`src/rtl/rv32i_types.sv`:
```
// Shared types for the memory-side arbiter: FSM states, requester sides and
// the round-robin pick used when both caches want the physical port.
package rv32i_types;

    typedef enum logic [1:0] {ARB_IDLE, ARB_SERVE_I, ARB_SERVE_D} arb_state_t;
    typedef enum logic {ARB_I, ARB_D} arb_side_t;

    // A tie goes to whichever side was not served last.
    function automatic arb_side_t arb_pick(input logic i_req, input logic d_req,
                                           input arb_side_t last_grant);
        if (i_req && d_req)
            return (last_grant == ARB_I) ? ARB_D : ARB_I;
        return d_req ? ARB_D : ARB_I;
    endfunction

endpackage

```
`src/rtl/cacheline_arbiter_control.sv`:
```
// Arbitration FSM: decides which cache owns the physical-memory port and
// tracks the last grant for round-robin fairness.
module cacheline_arbiter_control
    import rv32i_types::*;
(
    input  logic      clk,
    input  logic      rst,
    input  logic      i_req,
    input  logic      d_req,
    input  logic      pmem_resp,
    output logic      grant_load,
    output arb_side_t grant_side,
    output logic      busy
);

    arb_state_t state;
    arb_side_t  last_grant;
    arb_side_t  pick;

    assign pick       = arb_pick(i_req, d_req, last_grant);
    assign busy       = (state != ARB_IDLE);
    assign grant_load = !busy && (i_req || d_req);
    // While serving, last_grant is by construction the side being served.
    assign grant_side = busy ? last_grant : pick;

    always_ff @(posedge clk) begin
        if (rst) begin
            state      <= ARB_IDLE;
            last_grant <= ARB_I;
        end else begin
            case (state)
                ARB_IDLE: begin
                    if (grant_load) begin
                        state      <= (pick == ARB_D) ? ARB_SERVE_D : ARB_SERVE_I;
                        last_grant <= pick;
                    end
                end
                ARB_SERVE_I, ARB_SERVE_D: begin
                    if (pmem_resp)
                        state <= ARB_IDLE;
                end
                default: state <= ARB_IDLE;
            endcase
        end
    end

endmodule

```
`src/rtl/cacheline_arbiter.sv`:
```
// Shares the 256-bit physical-memory port between the I-cache and D-cache.
// The granted command/address/data are held in registers for the whole transaction.
module cacheline_arbiter
    import rv32i_types::*;
#(
    parameter int s_line = 256,
    parameter int s_addr = 32
) (
    input  logic              clk,
    input  logic              rst,

    input  logic              i_pmem_read,
    input  logic [s_addr-1:0] i_pmem_address,
    output logic              i_pmem_resp,
    output logic [s_line-1:0] i_pmem_rdata,

    input  logic              d_pmem_read,
    input  logic              d_pmem_write,
    input  logic [s_addr-1:0] d_pmem_address,
    input  logic [s_line-1:0] d_pmem_wdata,
    output logic              d_pmem_resp,
    output logic [s_line-1:0] d_pmem_rdata,

    output logic              pmem_read,
    output logic              pmem_write,
    output logic [s_addr-1:0] pmem_address,
    output logic [s_line-1:0] pmem_wdata,
    input  logic              pmem_resp,
    input  logic [s_line-1:0] pmem_rdata
);

    logic              i_req;
    logic              d_req;
    logic              grant_load;
    logic              busy;
    arb_side_t         grant_side;

    logic              cmd_read;
    logic              cmd_write;
    logic [s_addr-1:0] addr_q;
    logic [s_line-1:0] wdata_q;

    assign i_req = i_pmem_read;
    assign d_req = d_pmem_read | d_pmem_write;

    cacheline_arbiter_control u_control (
        .clk        (clk),
        .rst        (rst),
        .i_req      (i_req),
        .d_req      (d_req),
        .pmem_resp  (pmem_resp),
        .grant_load (grant_load),
        .grant_side (grant_side),
        .busy       (busy)
    );

    always_ff @(posedge clk) begin
        if (rst) begin
            cmd_read  <= 1'b0;
            cmd_write <= 1'b0;
            addr_q    <= '0;
            wdata_q   <= '0;
        end else if (grant_load) begin
            if (grant_side == ARB_D) begin
                // A simultaneous read+write issues the writeback first; the read stays pending.
                cmd_write <= d_pmem_write;
                cmd_read  <= ~d_pmem_write;
                addr_q    <= d_pmem_address;
                wdata_q   <= d_pmem_wdata;
            end else begin
                cmd_write <= 1'b0;
                cmd_read  <= 1'b1;
                addr_q    <= i_pmem_address;
                wdata_q   <= '0;
            end
        end else if (busy && pmem_resp) begin
            cmd_read  <= 1'b0;
            cmd_write <= 1'b0;
        end
    end

    assign pmem_read    = cmd_read;
    assign pmem_write   = cmd_write;
    assign pmem_address = addr_q;
    assign pmem_wdata   = wdata_q;

    // Only the completion pulse is steered; read data goes to both caches.
    assign i_pmem_resp  = busy && pmem_resp && (grant_side == ARB_I);
    assign d_pmem_resp  = busy && pmem_resp && (grant_side == ARB_D);
    assign i_pmem_rdata = pmem_rdata;
    assign d_pmem_rdata = pmem_rdata;

endmodule

```
`config.mk`:
```
export PLATFORM = sky130hd
export DESIGN_NAME = cacheline_arbiter
export DESIGN_NICKNAME = d
export VERILOG_FILES = /design/src/rtl/rv32i_types.sv /design/src/rtl/cacheline_arbiter_control.sv /design/src/rtl/cacheline_arbiter.sv
export SDC_FILE = /design/constraint.sdc
export NUM_CORES = 1
export LEC_CHECK = 0
export ABC_AREA = 1
export BUFFER_PORTS_ARGS = -buffer_cell sky130_fd_sc_hd__buf_2
export CORE_AREA = 2 2 537 539
export CTS_BUF_LIST = sky130_fd_sc_hd__clkbuf_4
export DETAILED_ROUTE_END_ITERATION = 8
export DIE_AREA = 0 0 539 541
export PLACE_DENSITY = 0.3
export REMOVE_ABC_BUFFERS = 1
export SYNTH_ARGS = -nofsm -noshare
export SYNTH_HDL_FRONTEND = slang
export SYNTH_HIERARCHICAL = 1
export SYNTH_SLANG_ARGS = --single-unit
```
`constraint.sdc`:
```
create_clock -name clk -period 5 [get_ports clk]
set_clock_uncertainty 0.05 [all_clocks]
set_input_delay 0 -clock clk [delete_from_list [all_inputs] [get_ports clk]]
set_output_delay 0 -clock clk [all_outputs]
set_load 0.05 [all_outputs]
```
# == Word level (Yosys, flattened, before mapping) ==
# Index checks and enable logic that the tools add are counted.
# op_classes
eq_ne,4
mux,17
n_bitwise,3
reduce_logical,13
# op_table
op,n
$mux W256,1
$mux W32,1
$mux W1,11
$mux W2,3
$logic_and A1 B1 Y1,5
$ne A2 B2 Y1 const B,2
$pmux W2 S2,1
$reduce_and A2 Y1,2
$reduce_bool A2 Y1,2
$eq A2 B1 Y1 const B,1
$eq A2 B2 Y1 const B,1
$logic_not A2 Y1,1
$not A1 Y1,2
$reduce_or A2 Y1,1
$logic_not A1 Y1,1
$logic_or A1 B1 Y1,1
$or A1 B1 Y1,1
# word_totals
reg_bits,293
in_bits,582
out_inout_bits,804
wordCells,43

# == Longest topological paths before layout ==
# logic_depth
depth_word,7
depth_mapped,12
depth_no_buf,10

# == By module ==
# The synthesis kept the hierarchy.
# by_module_without_submodules
module,instances,cells_per_inst,area_each_um2,seq_area_each_um2
cacheline_arbiter,1,1911,14287.5,5805.6
cacheline_arbiter_control,1,30,187.7,60.1

# == Worst setup path before layout ==
# Ideal clock, no wire load.
# synth_timing
path_kind,reg2out
from,register u_control.state[0]
to,output port d_pmem_resp
arrival_ps,1812
t_required_ps,4950
path_slack_ps,3138
stages_incl_launch_ff,10
path_buffers,2
cell_sequence,dfxtp_1 > inv_2 > ha_1 > inv_2 > nand2_1 > nand2_1 > buf_2 > inv_1 > buf_2 > nor2_1
# synth_between
elab_chain_cells,3
word_cells_on_any_way,4
cone_classes,mux: 1; reduce/logical: 3
# synth_lines
element,line,rtl
start: declaration,cacheline_arbiter_control.sv:16,arb_state_t state;
start signal: assignment,cacheline_arbiter_control.sv:34,state <= (pick == ARB_D) ? ARB_SERVE_D : ARB_SERVE_I;
$reduce_bool A2 Y1,cacheline_arbiter_control.sv:21,assign busy = (state != ARB_IDLE);
via busy,cacheline_arbiter.sv:35,logic busy;
$mux W1,cacheline_arbiter_control.sv:24,assign grant_side = busy ? last_grant : pick;
via grant_side,cacheline_arbiter.sv:36,arb_side_t grant_side;
$logic_and A1 B1 Y1,cacheline_arbiter.sv:89,assign d_pmem_resp = busy && pmem_resp && (grant_side == ARB_D);
end: declaration,cacheline_arbiter.sv:21,"output logic d_pmem_resp,"
# The timed path passes the listed nets, and every way through them passes these cells.

# == Worst setup path after layout ==
# layout_timing
from,input port d_pmem_read
to,register addr_q[12] (netlist: pmem_address[12])
# layout_between
elab_chain_cells,6
word_cells_on_any_way,9
cone_classes,mux: 5; bitwise: 1; reduce/logical: 3
# layout_lines
element,line,rtl
start: declaration,cacheline_arbiter.sv:17,"input logic d_pmem_read,"
$or A1 B1 Y1 *,cacheline_arbiter.sv:44,assign d_req = d_pmem_read | d_pmem_write;
via d_req,cacheline_arbiter.sv:33,logic d_req;
$logic_and A1 B1 Y1,rv32i_types.sv:11,if (i_req && d_req)
$mux W1,rv32i_types.sv:11,
$mux W1 *,rv32i_types.sv:13,return d_req ? ARB_D : ARB_I;
$mux W1 *,cacheline_arbiter_control.sv:24,
via grant_side,cacheline_arbiter.sv:36,
$mux W32 *,cacheline_arbiter.sv:64,if (grant_side == ARB_D) begin
end signal: assignment,cacheline_arbiter.sv:68,addr_q <= d_pmem_address;
end signal: assignment,cacheline_arbiter.sv:73,addr_q <= i_pmem_address;
end: declaration,cacheline_arbiter.sv:40,logic [s_addr-1:0] addr_q;
# Mark *: on every way through the listed nets, which the timed path passes. The rest lies on a longest branch.
# A chain may end at the register's enable or synchronous reset.

==> out/qor.csv <==
metric;value;unit
setup_ws;0.739;ns
yosysSeqAreaShare;40.5;%
critPathLaunchType;primary input;
sw_frac_of_total;55.7;%
synth.cell_area;14500;um2
hold_class;primary input to output pin;
slew_headroom;16.3;%
grt_max_degree;122;
grt_pass1_vias;19100;
drt_pass1_iterations;5;
end_kind;flop;
h-tree-depth;3;
tns;0;ns
cts-root-buf;clkbuf_4;
die_h;541;um
ioPinCount;1386;
ant_nets;0;
rsz0062_at_grt;no;
final_common_cell;dlygate4sd3_1;
clk_latency;1.01;ns
power_density;474;nW/um2
setup_viol;0;
antenna_found_initial;210;
drt_iter0_drc;1545;
num-fill-cells;33200;
layout-drive-gt1-share;27.3;%
numCtsBuffers;95;
maxCapViolations;0;
cellLeakagePower;13.9;nW
clk_pin_slew_worst_paths;0.06;ns
power.share.clock;16.2;%
power_frac_comb;62.9;%
hpwl;267000;um
core_area;286000;um2
nNetsFinal;3870;
cp_data_required_time;5.88;ns
grt_pass1_wl;364000;um
drc_errors;0;
grt.total_usage;21.3;%
final_core_util;11.6;%
synthCells;1941;
synth_top_cell_by_area;dfxtp_1;
area_delta_synth_final;130;%
worstMarginPinSlew;1.26;ns
finalCriticalPeriod;4.26;ns
dieArea;292000;um2
hold_viol;1;
start_util;5.05;%
totalWireLength;323000;um
mostFrequentLayoutCells;dlygate4sd3_1, nand2_1, buf_2;
cts-resized-gates;0;
viasPerCell;2.91;
overflow;0;
vias;21100;
place_ws;1.93;ns
cts_tree;done;
synth_warnings;6;
yosys_register_bits;293;
gp_congestion;0.917;
cts.sinks;293;
yosysTopAreaCellShare;40.5;%
syn_area_per_cell;7.46;um2
drv_slew;0;
hold_ws;-0.00659;ns
yosysUniqueCellTypes;17;
critPathKind;primary input to flop;
violations;negative hold slack;
p_sw;8.80;mW
p_int;7.00;mW
portBuffers;617;
cp_max_fo;18;
fin_crit_sh;85.2;%
synth_area_leaders;dfxtp_1, buf_4, nand2_1, a21oi_1, nor2_1;
clock_path_buffers;3;
vdd_drop_max;0.000239;V
rows;197;
fmax;0.235;GHz
seq_power_share;20.9;%
dieWidth;539;um
arrival;5.14;ns
wire_per_inst;44.5;um
status;finished, violations left;
## cell usage after synthesis (all sizes together)
master,number
nand3,36
ha,1
dfxtp,293
or2,1
a21oi,261
o21ai,1
buf,567
nor2,71
nand2,621
clkbuf,47
inv,42
## logic make-up (layout without fill, tap and decap cells)
group	count (synthesis)	in the layout	synth area share, %
flip-flops	293	293	40.5
adder cells (fa/ha/maj)	1	1	0.0864
other	0	136	0
buffers and inverters	656	2059	31.0
AO/OA/AOI/OAI	262	262	9.06
AND/OR/NAND/NOR	729	729	19.3
## critical path, cell delays in order
cell	delay, ns
dlygate4sd3_1	0.60
buf_2	0.14
dlygate4sd3_1	0.54
or2_2	0.40
nand3_1	0.20
nand2_2	0.30
inv_2	0.62
buf_4	0.35
nand2_1	0.07
nand3_1	0.06
dlygate4sd3_1	0.58
nand2_1	0.05
dlygate4sd3_1	0.55
inv_1	0.06
dlygate4sd3_1	0.54
## state kept, by name, indices dropped and copies added, names as in the netlist
register	count
pmem_read	1
pmem_address	32
pmem_wdata	256
u_control/last_grant	1
pmem_write	1
u_control/state	2
## area by class of cell
type | count | area (um2) | area share [%]
Multi-Input combinational cell | 992 | 4120 | 12.4
Antenna cell | 136 | 340 | 1.02
Clock inverter | 23 | 126 | 0.379
Clock buffer | 131 | 983 | 2.95
Tap cell | 3781 | 4730 | 14.2
Inverter | 42 | 174 | 0.522
Sequential cell | 293 | 5870 | 17.6
Timing Repair Buffer | 1863 | 17000 | 50.9
## path summary, 6_finish.rpt
check                          start               end  slack [ns]  cells after the start
setup / recovery         d_pmem_read  pmem_address[12]        0.74                     15
hold / removal        pmem_rdata[99]  i_pmem_rdata[99]      -0.007                      0
setup reg to reg  u_control/state[0]  pmem_address[12]        0.83                     13
hold reg to reg       pmem_wdata[35]    pmem_wdata[35]        0.42                      2
## per-layer routing
metal / routed length, um / track usage (%) / vias up / share of wire, %
met2: 130000 / 29.7 / 2002 / 40
met4: 23500 / 15.7 / 50 / 7.3
met3: 58200 / 20.2 / 757 / 18
met5: 2200 / 5.06 / - / 0.68
met1: 109000 / 18.7 / 9842 / 34
li1: - / - / 8456 / -
## timing repair
item | in CTS | in global routing
endpoints found under the hold margin | 531 | 119
hold buffers | 1164 | 69
buffers inserted | 0 | 0
## power by group through the flow
stage,logic (mW),registers [mW],clock network [mW]
floorplan,1.76,5.50,0
global placement,6.78,3.33,0
detailed placement,6.77,3.34,0
CTS,9.49,3.30,2.74
global route,10.5,3.38,2.83
finish,9.94,3.30,2.56
## metrics by stage
stage	std cells	power [mW]	hold WS [ns]	instance area, um2
final	7261	15.8	-0.00659	33300
after global routing	7217	16.7	0.000350	33200
after floorplan	1327	7.26	-0.0500	10100
after global placement	5738	10.1	-0.0401	18200
after CTS	7056	15.5	0.000113	31700
after detailed placement	5738	10.1	-0.0401	18200
Note: power is estimated with default switching activity, not from simulation.
